<file path="src/rtl/ks_ctrl_pkg.sv">
// Shared definitions for the slice-serial arbitrated adder controller.
package ks_ctrl_pkg;

  localparam int unsigned SLICE_W = 4;

  typedef enum logic [1:0] {
    IDLE = 2'd0,
    CALC = 2'd1,
    RESP = 2'd2
  } state_e;

  // Index width for n items, never narrower than one bit.
  function automatic int unsigned idx_width(input int unsigned n);
    return (n <= 1) ? 1 : $clog2(n);
  endfunction

endpackage

</file>
<file path="src/rtl/ks_slice4.sv">
// Combinational 4-bit Kogge-Stone adder slice with carry-in.
module ks_slice4 (
  input  logic [3:0] a,
  input  logic [3:0] b,
  input  logic       cin,
  output logic [3:0] s,
  output logic       cout
);

  logic [3:0] p0;
  logic [3:0] g0;
  logic [3:0] g1;
  logic       p1_2;
  logic       p1_3;
  logic [3:0] g2;

  // Bit-level propagate/generate; carry-in is folded into the bit-0 generate.
  assign p0 = a ^ b;
  assign g0 = {a[3:1] & b[3:1], (a[0] & b[0]) | (p0[0] & cin)};

  // Prefix level 1 (span 1).
  assign g1   = {g0[3] | (p0[3] & g0[2]),
                 g0[2] | (p0[2] & g0[1]),
                 g0[1] | (p0[1] & g0[0]),
                 g0[0]};
  assign p1_2 = p0[2] & p0[1];
  assign p1_3 = p0[3] & p0[2];

  // Prefix level 2 (span 2); g2[i] is the carry out of bit i.
  assign g2 = {g1[3] | (p1_3 & g1[1]),
               g1[2] | (p1_2 & g1[0]),
               g1[1],
               g1[0]};

  assign s    = p0 ^ {g2[2:0], cin};
  assign cout = g2[3];

endmodule

</file>
<file path="src/rtl/ks_seq_add_arb.sv">
// Round-robin arbitrated wide adder that sequences a shared 4-bit slice LSB first.
module ks_seq_add_arb
  import ks_ctrl_pkg::*;
#(
  parameter int unsigned NSLICE = 4,
  parameter int unsigned NREQ   = 2
) (
  input  logic                               clk,
  input  logic                               rst,
  input  logic [NREQ-1:0]                    req_valid,
  output logic [NREQ-1:0]                    req_ready,
  input  logic [NREQ*NSLICE*SLICE_W-1:0]     req_a,
  input  logic [NREQ*NSLICE*SLICE_W-1:0]     req_b,
  output logic                               rsp_valid,
  input  logic                               rsp_ready,
  output logic [idx_width(NREQ)-1:0]         rsp_id,
  output logic [NSLICE*SLICE_W-1:0]          rsp_sum,
  output logic                               rsp_cout
);

  localparam int unsigned W   = SLICE_W * NSLICE;
  localparam int unsigned IDW = idx_width(NREQ);
  localparam int unsigned SW  = idx_width(NSLICE);

  state_e          state_q;
  logic [IDW-1:0]  ptr_q;
  logic [IDW-1:0]  id_q;
  logic [W-1:0]    a_q;
  logic [W-1:0]    b_q;
  logic [W-1:0]    sum_q;
  logic            carry_q;
  logic            cout_q;
  logic            rsp_valid_q;
  logic [SW-1:0]   idx_q;

  logic            gnt_found;
  logic [IDW-1:0]  gnt_idx;
  logic [IDW-1:0]  ptr_d;
  logic [W-1:0]    sel_a;
  logic [W-1:0]    sel_b;
  logic [SLICE_W-1:0] sl_a;
  logic [SLICE_W-1:0] sl_b;
  logic [SLICE_W-1:0] sl_s;
  logic            sl_c;
  logic            last_slice;

  // Round-robin search: first pass covers ptr..NREQ-1, second pass wraps to 0..ptr-1.
  always_comb begin
    gnt_found = 1'b0;
    gnt_idx   = '0;
    for (int unsigned pass = 0; pass < 2; pass++) begin
      for (int unsigned c = 0; c < NREQ; c++) begin
        if (!gnt_found && req_valid[c] && ((pass == 0) == (c >= 32'(ptr_q)))) begin
          gnt_found = 1'b1;
          gnt_idx   = IDW'(c);
        end
      end
    end
  end

  // Pointer moves to the requester just after the winner.
  assign ptr_d = (32'(gnt_idx) == NREQ - 1) ? '0 : gnt_idx + IDW'(1);

  // Only the winner sees ready, and only while idle and out of reset.
  always_comb begin
    req_ready = '0;
    for (int unsigned c = 0; c < NREQ; c++) begin
      req_ready[c] = (state_q == IDLE) && !rst && gnt_found && (gnt_idx == IDW'(c));
    end
  end

  // Operand select for the granted requester.
  always_comb begin
    sel_a = '0;
    sel_b = '0;
    for (int unsigned c = 0; c < NREQ; c++) begin
      if (gnt_idx == IDW'(c)) begin
        sel_a = req_a[c*W +: W];
        sel_b = req_b[c*W +: W];
      end
    end
  end

  // Present the current slice of the latched operands to the shared adder.
  always_comb begin
    sl_a = '0;
    sl_b = '0;
    for (int unsigned s = 0; s < NSLICE; s++) begin
      if (idx_q == SW'(s)) begin
        sl_a = a_q[s*SLICE_W +: SLICE_W];
        sl_b = b_q[s*SLICE_W +: SLICE_W];
      end
    end
  end

  assign last_slice = (32'(idx_q) == NSLICE - 1);

  ks_slice4 u_slice (
    .a    (sl_a),
    .b    (sl_b),
    .cin  (carry_q),
    .s    (sl_s),
    .cout (sl_c)
  );

  // Controller FSM with operand, sum, carry and slice-index registers.
  always_ff @(posedge clk) begin
    if (rst) begin
      state_q     <= IDLE;
      ptr_q       <= '0;
      id_q        <= '0;
      a_q         <= '0;
      b_q         <= '0;
      sum_q       <= '0;
      carry_q     <= 1'b0;
      cout_q      <= 1'b0;
      rsp_valid_q <= 1'b0;
      idx_q       <= '0;
    end else begin
      case (state_q)
        IDLE: begin
          if (gnt_found) begin
            a_q     <= sel_a;
            b_q     <= sel_b;
            id_q    <= gnt_idx;
            carry_q <= 1'b0;
            idx_q   <= '0;
            ptr_q   <= ptr_d;
            state_q <= CALC;
          end
        end
        CALC: begin
          for (int unsigned s = 0; s < NSLICE; s++) begin
            if (idx_q == SW'(s)) begin
              sum_q[s*SLICE_W +: SLICE_W] <= sl_s;
            end
          end
          carry_q <= sl_c;
          idx_q   <= idx_q + SW'(1);
          if (last_slice) begin
            cout_q      <= sl_c;
            rsp_valid_q <= 1'b1;
            state_q     <= RESP;
          end
        end
        RESP: begin
          if (rsp_ready) begin
            rsp_valid_q <= 1'b0;
            state_q     <= IDLE;
          end
        end
        default: begin
          state_q <= IDLE;
        end
      endcase
    end
  end

  assign rsp_valid = rsp_valid_q;
  assign rsp_id    = id_q;
  assign rsp_sum   = sum_q;
  assign rsp_cout  = cout_q;

endmodule
</file>
<file path="config.mk">
export PLATFORM = sky130hd
export DESIGN_NAME = ks_seq_add_arb
export DESIGN_NICKNAME = d
export VERILOG_FILES = /design/src/rtl/ks_ctrl_pkg.sv /design/src/rtl/ks_slice4.sv /design/src/rtl/ks_seq_add_arb.sv
export SDC_FILE = /design/constraint.sdc
export NUM_CORES = 1
export LEC_CHECK = 0
export CORE_MARGIN = 2
export CORE_UTILIZATION = 67
export DETAILED_ROUTE_END_ITERATION = 7
export DONT_BUFFER_PORTS = 1
export PLACE_DENSITY = 0.89
export SLEW_MARGIN = 10
export SYNTH_ARGS = -nofsm -noshare
export SYNTH_HDL_FRONTEND = slang
export SYNTH_SLANG_ARGS = --single-unit
</file>
<file path="constraint.sdc">
create_clock -name clk -period 7.9 [get_ports clk]
set_input_delay 2.37 -clock clk [delete_from_list [all_inputs] [get_ports clk]]
set_output_delay 2.37 -clock clk [all_outputs]
set_load 0.05 [all_outputs]
</file>
==> reports/summary.md, run 1 <==
## Setup path
- Crit Reg-Reg Startpoint: idx_q[0]
- Setup crit start kind: input pin
- critical path type: in -> out
- cell breakdown of the critical path: nand2b_1, and3_4, nor2b_4
- Crit Path Max Fanout: 27
- kind of capture point of the worst setup path: output port
- data arrival at the endpoint of the critical path: 3.40 ns
- data required time of the worst path: 5.53 ns
- CP max stage cell: sky130_fd_sc_hd__nor2b_4
- Critical Path Source: req_valid[0]
- Critical Path Max Stage Delay: 0.73 ns

## Yosys
- flip-flop cell with the highest count after synthesis: sky130_fd_sc_hd__dfxtp_1
- post-synthesis instance total: 290
- count of flip-flops with a built-in enable after synthesis: 0
- post-synthesis cell type count: 41
- total nets after synthesis: 368
- netlist area before placement: 0.00275 mm2
- share of the yosys chip area belonging to registers: 41.6%
- Yosys top cell area share: 41.6%
- Yosys warnings: 0
- cell type contributing the most total cell area after synthesis: sky130_fd_sc_hd__dfxtp_1
- most common library cells after synthesis: 57 x sky130_fd_sc_hd__dfxtp_1, 28 x sky130_fd_sc_hd__a21o_1, 26 x sky130_fd_sc_hd__a22o_1, 26 x sky130_fd_sc_hd__nor2_1, 21 x sky130_fd_sc_hd__a21oi_1
- register bit count reported by yosys: 57
- most numerous cell in the Yosys netlist: sky130_fd_sc_hd__dfxtp_1
- top area cells in the synthesized netlist: sky130_fd_sc_hd__dfxtp_1 42%, sky130_fd_sc_hd__a22o_1 8.3%, sky130_fd_sc_hd__a21o_1 7.7%
- async set-or-reset flop fraction in the synthesized netlist: 0%
- synthesized area per cell: 9.47 um2

## STA
- shortest clock period the worst path allows after layout: 5.77 ns
- normalized max-slew margin: 42.8%
- transition at the pin with the smallest max-transition slack: 0.857 ns
- Setup Total Neg Slack: 0 ns
- hold_ws: 0.480 ns
- Fmax achieved: 173 MHz
- Tcrit/Tclk final: 73.1%
- final number of setup-violating endpoints: 0
- post-route clock skew: 0.00949 ns
- number of pins with negative max-slew slack in the final report: 0
- setup repair after global routing missed its margin: false
- count of final hold-check violations: 0

## Placed design
- final weighted congestion in routability-driven placement: 0.841
- quantity of I/O buffers inserted on ports: 0
- half-perimeter wire length of the detailed placement result: 4150 um

## Clocking
- Gates resized, CTS repair: 0
- TritonCTS buffer count: 9
- clock insertion delay at the later pin of the skew report: 0.33 ns
- clock-pin slew of the registers on the worst-case setup and hold paths: 0.06 ns
- clock root cell: sky130_fd_sc_hd__clkbuf_8
- cts-stage hold buffer count: 0
- Clock Sink Count: 57
- TritonCTS clock tree: built
- Clock Path Buffers: 2
- H-Tree Depth: 3
- Post-CTS Setup Bufs: 0

## Floorplan
- count of standard-cell rows: 23
- placeable core region: 0.00397 mm2
- Die Width: 68.0 um
- DIE HEIGHT: 68.0 um
- number of ports placed on the die boundary: 90
- area of the die: 0.00463 mm2
- starting density of the core: 69.1%

## Worst hold path
- source of the worst hold timing path: ptr_q
- min-delay worst type: reg -> reg

## Routing
- ANT nets after route: 0
- violation count after the first detailed-route iteration: 131
- router iterations before antenna repair: 4
- via count of the routed design: 2095
- detail-routed via count per cell: 6.33
- average routed wire per standard cell: 17.8 um
- remaining design rule violation count: 0
- total routed wirelength: 5890 um

## Pwr
- PD cells: 243 mW/mm2
- leakage component of the power: 1.26 nW
- worst supply voltage drop on vdd: 0.170 mV

## Global route
- total global-route track usage: 27.0%
- aggregate global routing overflow: 0
- via count of the first global-routing pass: 1953
- number of antenna violations at the first check in global routing: 0
- largest net degree at the start of global routing: 40
- global-route wire length before repair: 8980 um

## Finish
- proportion of layout cells with a drive suffix above 1: 8.90%
- NumNets Final: 355
- final-layout fill cell count: 314
- area grow syn2layout: 3.69%
- Antenna diodes: 0

## Status
- status: complete, no violations

## Job
- maximum capacitance violations: 0

area by class of cell:
cell class                      instances  area (um2)  area share (%)
Tap cell                               50        62.6            2.20
Clock buffer                           12         155            5.45
Timing Repair Buffer                    1        7.51           0.264
Inverter                               10        37.5            1.32
Sequential cell                        57        1140            40.1
Clock inverter                          3        40.0            1.41
Multi-Input combinational cell        198        1400            49.3
critical path: cells and delay by family:
family / cells / cell delay, ns
AND/OR/NAND/NOR: 3 / 1.02
through the flow:
stage / setup slack [ns] / utilization (%) / power, W / instances / instance area [um2]
after floorplan: 2.41 / - / 0.000416 / 290 / 2750
final: 2.13 / 71.7 / 0.000693 / 331 / 2850
after global placement: 2.14 / 66.8 / 0.000425 / 316 / 2650
after CTS: 2.11 / 71.7 / 0.000694 / 331 / 2850
after detailed placement: 2.12 / 66.8 / 0.000428 / 316 / 2650
after global routing: 2.03 / 71.7 / 0.000722 / 331 / 2850
cell usage in the layout (no fill, tap or decap), types with 7 or more instances in the layout:
cell | netlist | routed
sky130_fd_sc_hd__a21oi_1 | 21 | 21
sky130_fd_sc_hd__a21o_1 | 28 | 28
sky130_fd_sc_hd__nand2_1 | 17 | 17
sky130_fd_sc_hd__clkbuf_8 | 0 | 11
sky130_fd_sc_hd__a211oi_1 | 11 | 11
sky130_fd_sc_hd__a22o_1 | 26 | 26
sky130_fd_sc_hd__a222oi_1 | 7 | 7
sky130_fd_sc_hd__nor2_1 | 26 | 26
sky130_fd_sc_hd__o21ai_0 | 8 | 8
sky130_fd_sc_hd__dfxtp_1 | 57 | 57
sky130_fd_sc_hd__ha_1 | 7 | 7
sky130_fd_sc_hd__inv_1 | 10 | 10
cell families after synthesis:
| group | count (synthesis) | synth area share [%] |
|---|---|---|
| fa+ha+maj | 9 | 4.65 |
| mux | 3 | 1.09 |
| simple gates | 73 | 14.2 |
| compound gates | 112 | 30.8 |
| flops | 57 | 41.6 |
| buf+inv | 35 | 7.34 |
| xor+xnor | 1 | 0.319 |
worst paths after layout:
kind | slack [ns] | endpoint | cells past startpoint
setup reg to reg | 4.75 | rsp_sum[3] | 10
hold / removal | 0.48 | ptr_q | 1
hold reg to reg | 0.48 | ptr_q | 1
setup / recovery | 2.13 | req_ready[1] | 3
flip-flops by register name (all words and copies together) (netlist names):
name       count
ptr_q          1
rsp_cout       1
a_q           16
rsp_id         1
idx_q          2
rsp_valid      1
rsp_sum       16
b_q           16
carry_q        1
state_q        2
per-layer routing:
layer  GRT usage, %  share of wire [%]  up-vias  wire (um)
met2           40.8                 46       85       2690
met4           10.8                1.2        0         73
met1           33.6                 44      972       2570
met3           12.0                9.6        7        565
met5              0                  0        -          0
li1               -                  -     1031          -
where the power goes:
part / internal [W] / switching, W / total [W]
Combinational: 0.0000391 / 0.0000492 / 0.0000883
Clock: 0.000160 / 0.000110 / 0.000270
Sequential: 0.000307 / 0.0000275 / 0.000334
No activity file was read; power rests on OpenSTA's default activity.
==> run 2, diff against run 1 <==
--- a/config.mk
+++ b/config.mk
@@ -6,10 +6,10 @@
 export NUM_CORES = 1
 export LEC_CHECK = 0
 export CORE_MARGIN = 2
-export CORE_UTILIZATION = 67
+export CORE_UTILIZATION = 56
 export DETAILED_ROUTE_END_ITERATION = 7
 export DONT_BUFFER_PORTS = 1
-export PLACE_DENSITY = 0.89
+export PLACE_DENSITY = 0.8
 export SLEW_MARGIN = 10
 export SYNTH_ARGS = -nofsm -noshare
 export SYNTH_HDL_FRONTEND = slang
==> constraint.sdc (replaced) <==
create_clock -name clk -period 5.2 [get_ports clk]
set_input_delay 1.56 -clock clk [delete_from_list [all_inputs] [get_ports clk]]
set_output_delay 1.56 -clock clk [all_outputs]
set_load 0.05 [all_outputs]
==> run 2 against run 1 <==
Clock power up 47%. Via count is 0.38% higher. Worst setup slack got worse by 0.75 ns. Critical path depth did not move. Count of clock-buffer cells in the layout grew 1. Sequential share of layout area is 0.31 points lower. Flip-flop and latch count unchanged. Hold slack lost 0.0077 ns. Critical path type unchanged. Largest cell class unchanged. Largest power group unchanged.
==> reports/summary.md, run 2 (synthesized netlist as in run 1, its figures left out) <==
## Pwr
- PD cells: 363 mW/mm2
- worst supply voltage drop on vdd: 0.202 mV
- leakage component of the power: 1.26 nW
- total power of the final layout: 0.00104 W

## Finish
- Antenna diodes: 0
- most common library cell in the layout ignoring fill and taps: sky130_fd_sc_hd__dfxtp_1
- post-layout instance count excluding filler cells: 350
- area grow syn2layout: 4.51%
- proportion of layout cells with a drive suffix above 1: 8.83%
- NumNets Final: 356
- utilization after layout: 60.7%
- top library cells by usage in the layout, fill and taps aside: 57 x sky130_fd_sc_hd__dfxtp_1, 28 x sky130_fd_sc_hd__a21o_1, 26 x sky130_fd_sc_hd__a22o_1, 26 x sky130_fd_sc_hd__nor2_1, 21 x sky130_fd_sc_hd__a21oi_1

## Clocking
- clock-pin slew of the registers on the worst-case setup and hold paths: 0.06 ns
- Clock Sink Count: 57
- TritonCTS clock tree: built
- clock insertion delay at the later pin of the skew report: 0.33 ns
- H-Tree Depth: 3
- cts-stage hold buffer count: 0
- Clock Path Buffers: 2
- Gates resized, CTS repair: 0
- Post-CTS Setup Bufs: 0
- clock root cell: sky130_fd_sc_hd__clkbuf_8
- TritonCTS buffer count: 9

## Setup path
- kind of capture point of the worst setup path: output port
- Crit Path Max Fanout: 8
- crit path capture: req_ready[1]
- number of cells on the worst reg-to-reg path: 11
- critical path type: in -> out
- Setup crit start kind: input pin
- data arrival at the endpoint of the critical path: 2.26 ns
- worst reg-to-reg setup slack: 2.05 ns
- Critical Path Source: req_valid[0]
- Crit Reg-Reg Startpoint: idx_q[1]
- capture point of the worst reg-to-reg path: rsp_sum[11]
- data required time of the worst path: 3.64 ns

## Global route
- largest net degree at the start of global routing: 40
- aggregate global routing overflow: 0
- via count of the first global-routing pass: 1986
- number of antenna violations at the first check in global routing: 0
- total global-route track usage: 23.4%
- global-route wire length before repair: 9490 um

## Placed design
- # placed instances: 334
- half-perimeter wire length of the detailed placement result: 4390 um
- Post-Place Setup Slack: 1.38 ns
- quantity of I/O buffers inserted on ports: 0
- final weighted congestion in routability-driven placement: 0.792

## Routing
- total routed wirelength: 6110 um
- violation count after the first detailed-route iteration: 139
- average routed wire per standard cell: 17.5 um
- remaining design rule violation count: 0
- detail-routed via count per cell: 6.01
- router iterations before antenna repair: 4
- ANT nets after route: 0
- via count of the routed design: 2103

## STA
- Setup Total Neg Slack: 0 ns
- normalized max-slew margin: 51.4%
- final number of setup-violating endpoints: 0
- post-route clock skew: 0.00684 ns
- count of final hold-check violations: 0
- Fmax achieved: 261 MHz
- setup repair after global routing missed its margin: false
- Tcrit/Tclk final: 73.5%
- minimum setup slack in the final design: 1.38 ns
- number of pins with negative max-slew slack in the final report: 0
- shortest clock period the worst path allows after layout: 3.82 ns
- transition at the pin with the smallest max-transition slack: 0.727 ns

## Floorplan
- DIE HEIGHT: 74.0 um
- starting density of the core: 58.1%
- Die Width: 74.0 um
- area of the die: 0.00548 mm2
- count of standard-cell rows: 25
- number of ports placed on the die boundary: 90
- placeable core region: 0.00472 mm2

## Job
- maximum capacitance violations: 0

## Status
- status: complete, no violations

## Worst hold path
- min-delay worst type: reg -> reg

==> run 2: routing by layer <==
layer,GRT usage (%),up-vias,part of all wire [%]
met3,10.3,8,7.5
li1,-,1044,-
met5,0,-,0
met2,35.8,74,47
met1,28.3,977,44
met4,11.1,0,1.5
==> run 2: worst min-delay path by stage <==
stage          cells after the start  slack [ns]  startpoint     to
2_1_floorplan                      1        0.44       ptr_q  ptr_q
3_3_place_gp                       1        0.45       ptr_q  ptr_q
3_5_place_dp                       1        0.46       ptr_q  ptr_q
4_1_cts                            1        0.47       ptr_q  ptr_q
5_1_grt                            1        0.50       ptr_q  ptr_q
6_report                           1        0.47       ptr_q  ptr_q
==> run 2: critical path, cell delays in order <==
cell	delay, ns
sky130_fd_sc_hd__nand2b_1	0.05
sky130_fd_sc_hd__and3_4	0.24
sky130_fd_sc_hd__nor2b_4	0.41
==> run 2: cell type report <==
class	instances	area, um2
Sequential cell	57	1140
Clock inverter	3	40.0
Clock buffer	13	149
Multi-Input combinational cell	198	1400
Fill cell	415	1850
Tap cell	67	83.8
Timing Repair Buffer	2	15.0
Inverter	10	37.5
==> run 2: power breakdown <==
part           internal, W  switching [W]  leakage, nW
sequential        0.000466      0.0000416        0.467
clock             0.000233       0.000165       0.0974
combinational    0.0000597      0.0000756        0.698
total             0.000759       0.000282         1.26
==> run 2: per-stage QoR <==
step | cell area [um2] | hold WS, ns
after global routing | 2870 | 0.497
after detailed placement | 2680 | 0.457
after floorplan | 2750 | 0.440
after global placement | 2680 | 0.452
final | 2870 | 0.472
after CTS | 2870 | 0.471
==> run 3, diff against run 2 <==
==> constraint.sdc (replaced) <==
create_clock -name clk -period 3.5 [get_ports clk]
set_input_delay 1.05 -clock clk [delete_from_list [all_inputs] [get_ports clk]]
set_output_delay 1.05 -clock clk [all_outputs]
set_load 0.05 [all_outputs]
==> run 3 against run 2 <==
Sequential power grew 49%. Clock skew grew 0.0022 ns. Global-route usage shrank 0.52 points. Die area is the same. Cell area shrank 0.31%. Cell count shrank 0.29%. Worst setup slack lost 0.91 ns. Total power grew 45%. Flip-flop and latch count is the same. Critical path depth grew 7. Combinational power grew 50%. Highest routed layer unchanged.
==> reports/summary.md, run 3 (synthesized netlist as in run 1, its figures left out) <==
## Pwr
- PD cells: 529 mW/mm2
- Net Switching: 0.000425 W
- Int Power: 0.00109 W
- total power of the final layout: 0.00151 W
- Clk network pwr share: 36.7%
- worst supply voltage drop on vdd: 0.426 mV
- leakage component of the power: 1.26 nW
- switching power share of the total: 28.1%
- combinational fraction of design power: 13.4%
- part of the total power dissipated in sequential elements: 50.0%

## Finish
- proportion of layout cells with a drive suffix above 1: 9.57%
- Antenna diodes: 0
- area grow syn2layout: 4.19%
- most common library cell in the layout ignoring fill and taps: sky130_fd_sc_hd__dfxtp_1
- final-layout fill cell count: 407
- top library cells by usage in the layout, fill and taps aside: 57 x sky130_fd_sc_hd__dfxtp_1, 28 x sky130_fd_sc_hd__a21o_1, 26 x sky130_fd_sc_hd__a22o_1, 26 x sky130_fd_sc_hd__nor2_1, 21 x sky130_fd_sc_hd__a21oi_1
- NumNets Final: 356

## Clocking
- clock-pin slew of the registers on the worst-case setup and hold paths: 0.07 ns
- H-Tree Depth: 3
- TritonCTS buffer count: 9
- Clock Path Buffers: 2
- Gates resized, CTS repair: 0
- Post-CTS Setup Bufs: 0
- cts-stage hold buffer count: 0
- clock insertion delay at the later pin of the skew report: 0.34 ns
- TritonCTS clock tree: built
- Clock Sink Count: 57
- clock root cell: sky130_fd_sc_hd__clkbuf_8

## STA
- minimum setup slack in the final design: 0.463 ns
- Fmax achieved: 329 MHz
- count of final hold-check violations: 0
- number of pins with negative max-slew slack in the final report: 0
- post-route clock skew: 0.00900 ns
- final number of setup-violating endpoints: 0
- setup repair after global routing missed its margin: false
- normalized max-slew margin: 51.8%
- Tcrit/Tclk final: 86.8%
- Setup Total Neg Slack: 0 ns
- transition at the pin with the smallest max-transition slack: 0.722 ns
- shortest clock period the worst path allows after layout: 3.04 ns

## Setup path
- data arrival at the endpoint of the critical path: 3.26 ns
- number of cells on the worst reg-to-reg path: 10
- Crit Path Max Fanout: 18
- Setup crit start kind: register
- data required time of the worst path: 3.72 ns
- crit path capture: rsp_sum[7]
- kind of capture point of the worst setup path: register
- worst reg-to-reg setup slack: 0.46 ns
- Critical Path Source: idx_q[0]
- critical path type: reg -> reg
- capture point of the worst reg-to-reg path: rsp_sum[7]
- Crit Reg-Reg Startpoint: idx_q[0]

## Job
- maximum capacitance violations: 0

## Placed design
- half-perimeter wire length of the detailed placement result: 4480 um
- quantity of I/O buffers inserted on ports: 0
- Post-Place Setup Slack: 0.498 ns
- final weighted congestion in routability-driven placement: 0.803

## Routing
- remaining design rule violation count: 0
- detail-routed via count per cell: 6.15
- total routed wirelength: 6300 um
- average routed wire per standard cell: 18.0 um
- violation count after the first detailed-route iteration: 127
- ANT nets after route: 0
- via count of the routed design: 2145
- router iterations before antenna repair: 4

## Worst hold path
- cell depth of the worst min-delay path: 1
- min-delay worst type: reg -> reg

## Global route
- total global-route track usage: 22.9%
- largest net degree at the start of global routing: 40
- global-route wire length before repair: 9350 um
- number of antenna violations at the first check in global routing: 0
- aggregate global routing overflow: 0
- via count of the first global-routing pass: 1943

## Status
- status: complete, no violations

## Floorplan
- area of the die: 0.00548 mm2
- placeable core region: 0.00472 mm2
- number of ports placed on the die boundary: 90
- DIE HEIGHT: 74.0 um
- starting density of the core: 58.1%
- count of standard-cell rows: 25
- Die Width: 74.0 um

## run 3: changes by cell type in the layout (fill, tap and decap cells not counted), sizes merged
cell,previous run,this run
clkbuf,13,12
bufinv,1,0
clkinv,2,3
## run 3: final cells by class
| class | instances | area, um2 | share of cell area (%) |
|---|---|---|---|
| repair buffers | 2 | 15.0 | 0.525 |
| clock inverters | 3 | 15.0 | 0.525 |
| flip-flops and latches | 57 | 1140 | 39.9 |
| well taps | 67 | 83.8 | 2.93 |
| inverters | 10 | 37.5 | 1.31 |
| multi-input cells | 198 | 1400 | 49.0 |
| clock buffers | 12 | 165 | 5.77 |
## run 3: worst max-delay path, stage by stage, from the launching register on
cell,delay (ns)
sky130_fd_sc_hd__dfxtp_1,0.41
sky130_fd_sc_hd__ha_1,0.51
sky130_fd_sc_hd__nand3b_1,0.17
sky130_fd_sc_hd__a21oi_1,0.06
sky130_fd_sc_hd__a21oi_1,0.13
sky130_fd_sc_hd__o21ai_0,0.10
sky130_fd_sc_hd__ha_1,0.39
sky130_fd_sc_hd__nor2b_1,0.16
sky130_fd_sc_hd__a221oi_2,0.52
sky130_fd_sc_hd__nor4_1,0.12
sky130_fd_sc_hd__a311o_1,0.34
## run 3: worst min path at each step
stage                from     to  slack [ns]
finish              ptr_q  ptr_q        0.48
global route        ptr_q  ptr_q        0.50
CTS                 ptr_q  ptr_q        0.48
detailed placement  ptr_q  ptr_q        0.47
global placement    ptr_q  ptr_q        0.46
floorplan           ptr_q  ptr_q        0.44
## run 3: power by group through the flow
stage | Clock [W] | Combinational (W) | Sequential, W
finish | 0.000555 | 0.000202 | 0.000756
global route | 0.000591 | 0.000224 | 0.000760
CTS | 0.000560 | 0.000202 | 0.000756
detailed placement | 0 | 0.000201 | 0.000770
global placement | 0 | 0.000193 | 0.000769
floorplan | 0 | 0.000181 | 0.000759
## run 3: through the flow
| stage | utilization (%) | cells | hold slack (ns) | cell area [um2] |
|---|---|---|---|---|
| 6_report | 60.6 | 349 | 0.481 | 2860 |
| 5_1_grt | 60.6 | 349 | 0.502 | 2860 |
| 4_1_cts | 60.6 | 349 | 0.484 | 2860 |
| 3_5_place_dp | 56.7 | 334 | 0.471 | 2680 |
| 3_3_place_gp | 56.7 | 334 | 0.459 | 2680 |
| 2_1_floorplan | - | 290 | 0.440 | 2750 |
## run 3: per-layer routing
metal	GRT usage, %	vias up	part of all wire (%)
li1	-	1037	-
met1	28.7	1027	42
met2	36.5	73	50
met3	8.27	8	6.5
met4	8.08	0	1.3
met5	0	-	0
